`src/rtl/spindle_cfg_scheduler.sv`:
```
// rtl/spindle_cfg_scheduler.sv - frame-aligned atomic commit of host parameter writes
module spindle_cfg_scheduler #(
    parameter int DEPTH     = 4,
    parameter int FRAME_LEN = 16,
    parameter int CW        = 8
) (
    input  logic                     sim_clk,
    input  logic                     reset_global,
    input  logic                     wr_valid,
    output logic                     wr_ready,
    input  logic [2:0]               wr_addr,
    input  logic [31:0]              wr_data,
    input  logic                     force_commit,
    output logic [255:0]             cfg_out,
    output logic [$clog2(DEPTH):0]   pending_cnt,
    output logic                     frame_tick,
    output logic                     commit_done,
    output logic [7:0]               cfg_epoch
);
    localparam int AW    = $clog2(DEPTH);
    localparam int CNT_W = AW + 1;

    typedef enum logic {IDLE, COMMIT} state_t;

    function automatic logic [31:0] cfg_default(input logic [2:0] k);
        case (k)
            3'd0:    return 32'h3F66_6666;
            3'd1:    return 32'h3F66_6666;
            3'd2:    return 32'h0000_0000;
            3'd3:    return 32'h42A0_0000;
            3'd4:    return 32'h42A0_0000;
            3'd5:    return 32'h0000_0001;
            3'd6:    return 32'h3E71_4120;
            default: return 32'h3D14_4674;
        endcase
    endfunction

    state_t            state_q, state_d;
    logic [CW-1:0]     frame_cnt_q, frame_cnt_d;
    logic [AW-1:0]     head_q, head_d, tail_q, tail_d;
    logic [CNT_W-1:0]  cnt_q, cnt_d;
    logic [2:0]        addr_mem_q [DEPTH];
    logic [2:0]        addr_mem_d [DEPTH];
    logic [31:0]       data_mem_q [DEPTH];
    logic [31:0]       data_mem_d [DEPTH];
    logic [31:0]       cfg_q [8];
    logic [31:0]       cfg_d [8];
    logic              done_q, done_d;
    logic [7:0]        epoch_q, epoch_d;
    logic              push;

    assign wr_ready    = (state_q == IDLE) && (cnt_q < CNT_W'(DEPTH));
    assign frame_tick  = (frame_cnt_q == CW'(FRAME_LEN - 1));
    assign push        = wr_valid & wr_ready;
    assign pending_cnt = cnt_q;
    assign commit_done = done_q;
    assign cfg_epoch   = epoch_q;

    for (genvar k = 0; k < 8; k++) begin : g_cfg
        assign cfg_out[32*k +: 32] = cfg_q[k];
    end

    always_comb begin
        state_d     = state_q;
        frame_cnt_d = frame_tick ? '0 : frame_cnt_q + CW'(1);
        head_d      = head_q;
        tail_d      = tail_q;
        cnt_d       = cnt_q;
        addr_mem_d  = addr_mem_q;
        data_mem_d  = data_mem_q;
        cfg_d       = cfg_q;
        done_d      = 1'b0;
        epoch_d     = epoch_q;
        case (state_q)
            IDLE: begin
                if (push) begin
                    addr_mem_d[tail_q] = wr_addr;
                    data_mem_d[tail_q] = wr_data;
                    tail_d             = tail_q + AW'(1);
                    cnt_d              = cnt_q + CNT_W'(1);
                end
                // a push on the triggering edge joins this commit
                if ((frame_tick || force_commit) && (cnt_q != '0 || push))
                    state_d = COMMIT;
            end
            default: begin
                cfg_d[addr_mem_q[head_q]] = data_mem_q[head_q];
                head_d = head_q + AW'(1);
                cnt_d  = cnt_q - CNT_W'(1);
                if (cnt_q == CNT_W'(1)) begin
                    state_d = IDLE;
                    epoch_d = epoch_q + 8'd1;
                    done_d  = 1'b1;
                end
            end
        endcase
    end

    always_ff @(posedge sim_clk or posedge reset_global) begin
        if (reset_global) begin
            state_q     <= IDLE;
            frame_cnt_q <= '0;
            head_q      <= '0;
            tail_q      <= '0;
            cnt_q       <= '0;
            done_q      <= 1'b0;
            epoch_q     <= '0;
            for (int i = 0; i < DEPTH; i++) begin
                addr_mem_q[i] <= '0;
                data_mem_q[i] <= '0;
            end
            for (int k = 0; k < 8; k++) cfg_q[k] <= cfg_default(3'(k));
        end else begin
            state_q     <= state_d;
            frame_cnt_q <= frame_cnt_d;
            head_q      <= head_d;
            tail_q      <= tail_d;
            cnt_q       <= cnt_d;
            done_q      <= done_d;
            epoch_q     <= epoch_d;
            addr_mem_q  <= addr_mem_d;
            data_mem_q  <= data_mem_d;
            cfg_q       <= cfg_d;
        end
    end
endmodule

```
`config.mk`:
```
export PLATFORM = sky130hd
export DESIGN_NAME = spindle_cfg_scheduler
export DESIGN_NICKNAME = d
export VERILOG_FILES = /design/src/rtl/spindle_cfg_scheduler.sv
export SDC_FILE = /design/constraint.sdc
export NUM_CORES = 1
export LEC_CHECK = 0
export CAP_MARGIN = 15
export CORE_UTILIZATION = 53
export CTS_BUF_LIST = sky130_fd_sc_hd__clkbuf_16
export DETAILED_ROUTE_END_ITERATION = 8
export GPL_ROUTABILITY_DRIVEN = 0
export MAX_ROUTING_LAYER = met4
export PLACE_DENSITY = 0.85
export SYNTH_ARGS = -nofsm -noshare
export SYNTH_HDL_FRONTEND = slang
export SYNTH_SLANG_ARGS = --single-unit
export TNS_END_PERCENT = 1
```
`constraint.sdc`:
```
create_clock -name sim_clk -period 20.7 [get_ports sim_clk]
set_input_delay 4.14 -clock sim_clk [delete_from_list [all_inputs] [get_ports sim_clk]]
set_output_delay 4.14 -clock sim_clk [all_outputs]
set_load 0.05 [all_outputs]
```
# Word-level counts from Yosys, hierarchy flattened
# Index checks and enable logic that the tools add are counted.
# Widths: inputs -> output; s select.
classes:
  addsub: 6
  order_cmp: 6
  eq_ne: 2
  muxes: 23
  n_bitwise: 5
  reduce_logical: 10
ops:
  columns: ["operator", "n"]
  rows:
  - ["$bwmux 256", 1]
  - ["$bwmux 128", 1]
  - ["$mux 32", 4]
  - ["$demux 32 s3", 1]
  - ["$bmux 32 s2", 1]
  - ["$demux 32 s2", 1]
  - ["$add 8x1->8 const B", 2]
  - ["$mux 3", 5]
  - ["$bwmux 12", 1]
  - ["$eq 8x4->1 const B", 1]
  - ["$mux 8", 1]
  - ["$bmux 3 s2", 1]
  - ["$demux 3 s2", 1]
  - ["$ge 3x3->1 const B", 2]
  - ["$not 2->3", 2]
  - ["$mux 1", 5]
  - ["$add 2x1->2 const B", 2]
  - ["$ge 4x4->1 const B", 1]
  - ["$logic_and 1x1->1", 4]
  - ["$lt 4x1->1 const B", 1]
  - ["$not 3->4", 1]
  - ["$reduce_and 2->1", 2]
  - ["$add 3x1->3 const B", 1]
  - ["$eq 3x1->1 const B", 1]
  - ["other kinds (8)", 9]
totals:
  ff_bits: 421
  out_inout_bits: 270
  word_cells: 75

# Longest topological paths before layout
logic_depth:
  ltp_word: 10
  ltp_mapped: 7
  depth_no_buf: 6

# Worst setup path after synthesis
# No wires, ideal clock.
synth_path:
  path_type: "register -> output"
  startpoint: "register frame_cnt_q[5]"
  endpoint: "output port frame_tick"
  arrival_ns: 1.940
  required_ns: 16.560
  path_slack_ns: 14.620
  path_stages_with_launch: 3
  path_buffers: 0
  cell_sequence: "dfrtp_1 or3_1 nor3_1"
synth_between:
  elab_chain_cells: 1
synth_lines:
  columns: ["item", "line", "rtl"]
  rows:
  - ["from (decl)", "39", "logic [CW-1:0] frame_cnt_q, frame_cnt_d;"]
  - ["from (signal assigned)", "115", "frame_cnt_q <= frame_cnt_d;"]
  - ["$eq 8x4->1", "53", "assign frame_tick = (frame_cnt_q == CW'(FRAME_LEN - 1));"]
  - ["to (decl)", "16", "output logic frame_tick,"]
# Every way passes these cells.

# Worst setup path in the final report
# Ends and elaborated chain as after synthesis.

==> out/results.txt <==
Overall die height: 181 µm
Hold_ws: 450 ps
Final Hold Fails: 0
Final Worst Setup Slack: 13910 ps
PostCTS Resize Cnt: 0
Global Route met1 Usage: 33.6%
Initial antenna violation count: 1
VDD IR max: 0.113 mV
#FFs+latches synth: 421
CTS Buf Count: 42
Slew Limit Fails: 0
Post-cts hold buffer count: 0
Die Width: 181 µm
Yosys cell types: 40
Tmin final: 6790 ps
CTS Root Cell: clkbuf_16
Post-synth EDFFs: 0
Worst-margin pin slew: 1090 ps
Final nets: 1354
Leakage: 9.86 nW
Max cap viols: 0
Mapped Avg Cell Area: 17.1 µm²
WP data required: 16560 ps
Met2 Resource Use GR: 40.4%
Avg Vias per Cell: 5.58
Crit path max fanout: 5
Clock skew: 20.4 ps
Setup tns final: 0 ps
Clock Sinks: 421
Hold WC Path Type: register to register
Most common cell after layout, fill and taps aside: mux2_2
Setup repair after global routing missed its margin: false
P&R area growth vs syn: 27.1%
Async SR Flop Fraction: 100%
Post-DRT Antenna Nets: 0
DP Wirelength: 24.8 mm
Post-CTS Setup Repair Bufs: 0
Cell Area, Synth: 17000 µm²
Finish-stage setup viols: 0
Total track usage: 25.1%
GRT overflow: 0
Critical Path Sink Type: output port
FP Rows: 65
WL/cell: 22.2 µm
Pwr per Cell Area: 167 nW/µm²
Clk Latency, worst-skew pair: 530 ps
PortBufs: 308
Number of global-route vias before repair: 10300
Pre-CTS setup slack: 13290 ps
Syn Inst Count: 995
Starting Density: 53.8%
First drt pass iteration count: 4
Layout cells sized above 1: 42.2%
Clock H-tree levels: 2
Final Cycle Share: 32.8%
R2r startpoint: head_q[0]$_DFFE_PP0P_
Synth top area cells: dfrtp_1 52%, mux2_2 25%, dfstp_2 11%, mux4_2 4.6%, mux2_1 1.3%
Core area: 31600 µm²
Post-synth top area share: 51.6%
Crit path kind: register to output port
Final WL: 38.7 mm
M3 GR Usage: 4.76%
Post-synth top area cell: dfrtp_1
GR peak layer: met2
Residual DRC: 0
Initial DRC count: 433
Largest net degree at the start of global routing: 129
CP startpoint: frame_cnt_q[5]$_DFF_PP0_
Clock transition at the registers of the reported paths: 60 ps
Critical path data arrival time: 2650 ps
Post-Syn Nets: 1044
CP Launch Type: register
Relative max-transition margin: 26.8%
Clock buffer depth: 3
DR vias: 9716
Yosys warning total: 0
TritonCTS clock tree: built
I/O pins: 309
Die area: 32700 µm²
Ys flop type: dfrtp_1
First-pass GRT wire length: 61.7 mm
Most frequent cells in the layout: 370 x mux2_2, 348 x dfrtp_1, 308 x clkdlybuf4s50_1
Peak Freq: 0.147 GHz
HP Start: frame_cnt_q[0]$_DFF_PP0_
Outcome: finished, final reports clean
Share of the yosys chip area belonging to registers: 62.6%
## path summary, 6_finish.rpt
check                                            to  slack (ps)  cells past startpoint
setup reg to reg           cfg_out[139]$_DFFE_PP0P_       16800                      5
min in group asynchronous  cfg_out[223]$_DFFE_PP0P_        4190                      2
max in group asynchronous     head_q[1]$_DFFE_PP0P_       14070                      4
hold / removal             frame_cnt_q[0]$_DFF_PP0_         450                      1
setup / recovery                         frame_tick       13910                      3
hold reg to reg            frame_cnt_q[0]$_DFF_PP0_         450                      1
## metrics by stage
step / util, % / std cells / total power [W] / area (µm²)
floorplan: - / 995 / 0.00243 / 17000
global placement: 64.3 / 1663 / 0.00287 / 20300
detailed placement: 64.3 / 1663 / 0.00292 / 20300
CTS: 68.3 / 1740 / 0.00364 / 21600
global route: 68.4 / 1741 / 0.00377 / 21600
finish: 68.4 / 1741 / 0.00361 / 21600
## Yosys cell counts (2+ instances only)
library cell / count
nand3b_4: 2
mux2_4: 8
xor2_1: 7
and2_4: 2
mux2_1: 19
and3_1: 5
inv_1: 7
ha_1: 10
xnor2_1: 8
mux4_2: 35
clkbuf_1: 7
o21ai_0: 4
mux2_2: 370
dfstp_2: 71
buf_2: 12
nand2b_4: 2
buf_1: 12
buf_6: 17
a21oi_1: 3
nand2b_1: 2
nand3_1: 5
nand2_1: 8
nor3b_4: 3
nor2_1: 7
buf_4: 3
nand4_1: 2
a211oi_1: 2
dfrtp_1: 350
## registers in the layout, indices dropped and copies added, names as in the netlist
signal       flops
cfg_out        256
data_mem_q     128
addr_mem_q      12
cfg_epoch        8
frame_cnt_q      8
pending_cnt      3
head_q           2
tail_q           2
commit_done      1
state_q          1
## worst max-delay path: stages (launching register included)
cell and delay, ps:
dfrtp_1 440, or3_1 420, nor3_1 380, clkdlybuf4s50_1 900
## logic make-up after synthesis
kind of cell	after synthesis	synth area share, %
compound gates	12	0.435
xor+xnor	15	0.774
fa+ha+maj	10	0.738
buf+inv	58	2.19
flops	421	62.6
mux	432	31.2
simple gates	47	2.07
## report_power, final
part | switching, W | internal, W | total [W] | leakage (nW)
registers | 0.000165 | 0.00110 | 0.00127 | 5.38
clock network | 0.000304 | 0.000401 | 0.000705 | 0.687
logic | 0.000963 | 0.000672 | 0.00163 | 3.79
## layer usage
metal  part of all wire (%)  vias up
li1                       -     4209
met1                     43     5185
met2                     49      271
met3                    5.8       51
met4                    1.6        0
met5                      0        -
## area by class of cell
type	count	area, µm²
inverters	7	33.8
well taps	402	503
multi-input cells	516	5970
fillers	2152	9990
clock inverters	34	201
repair buffers	317	3150
diodes	1	2.50
clock buffers	43	1080
flip-flops and latches	421	10600
No activity file was read; power rests on OpenSTA's default activity.
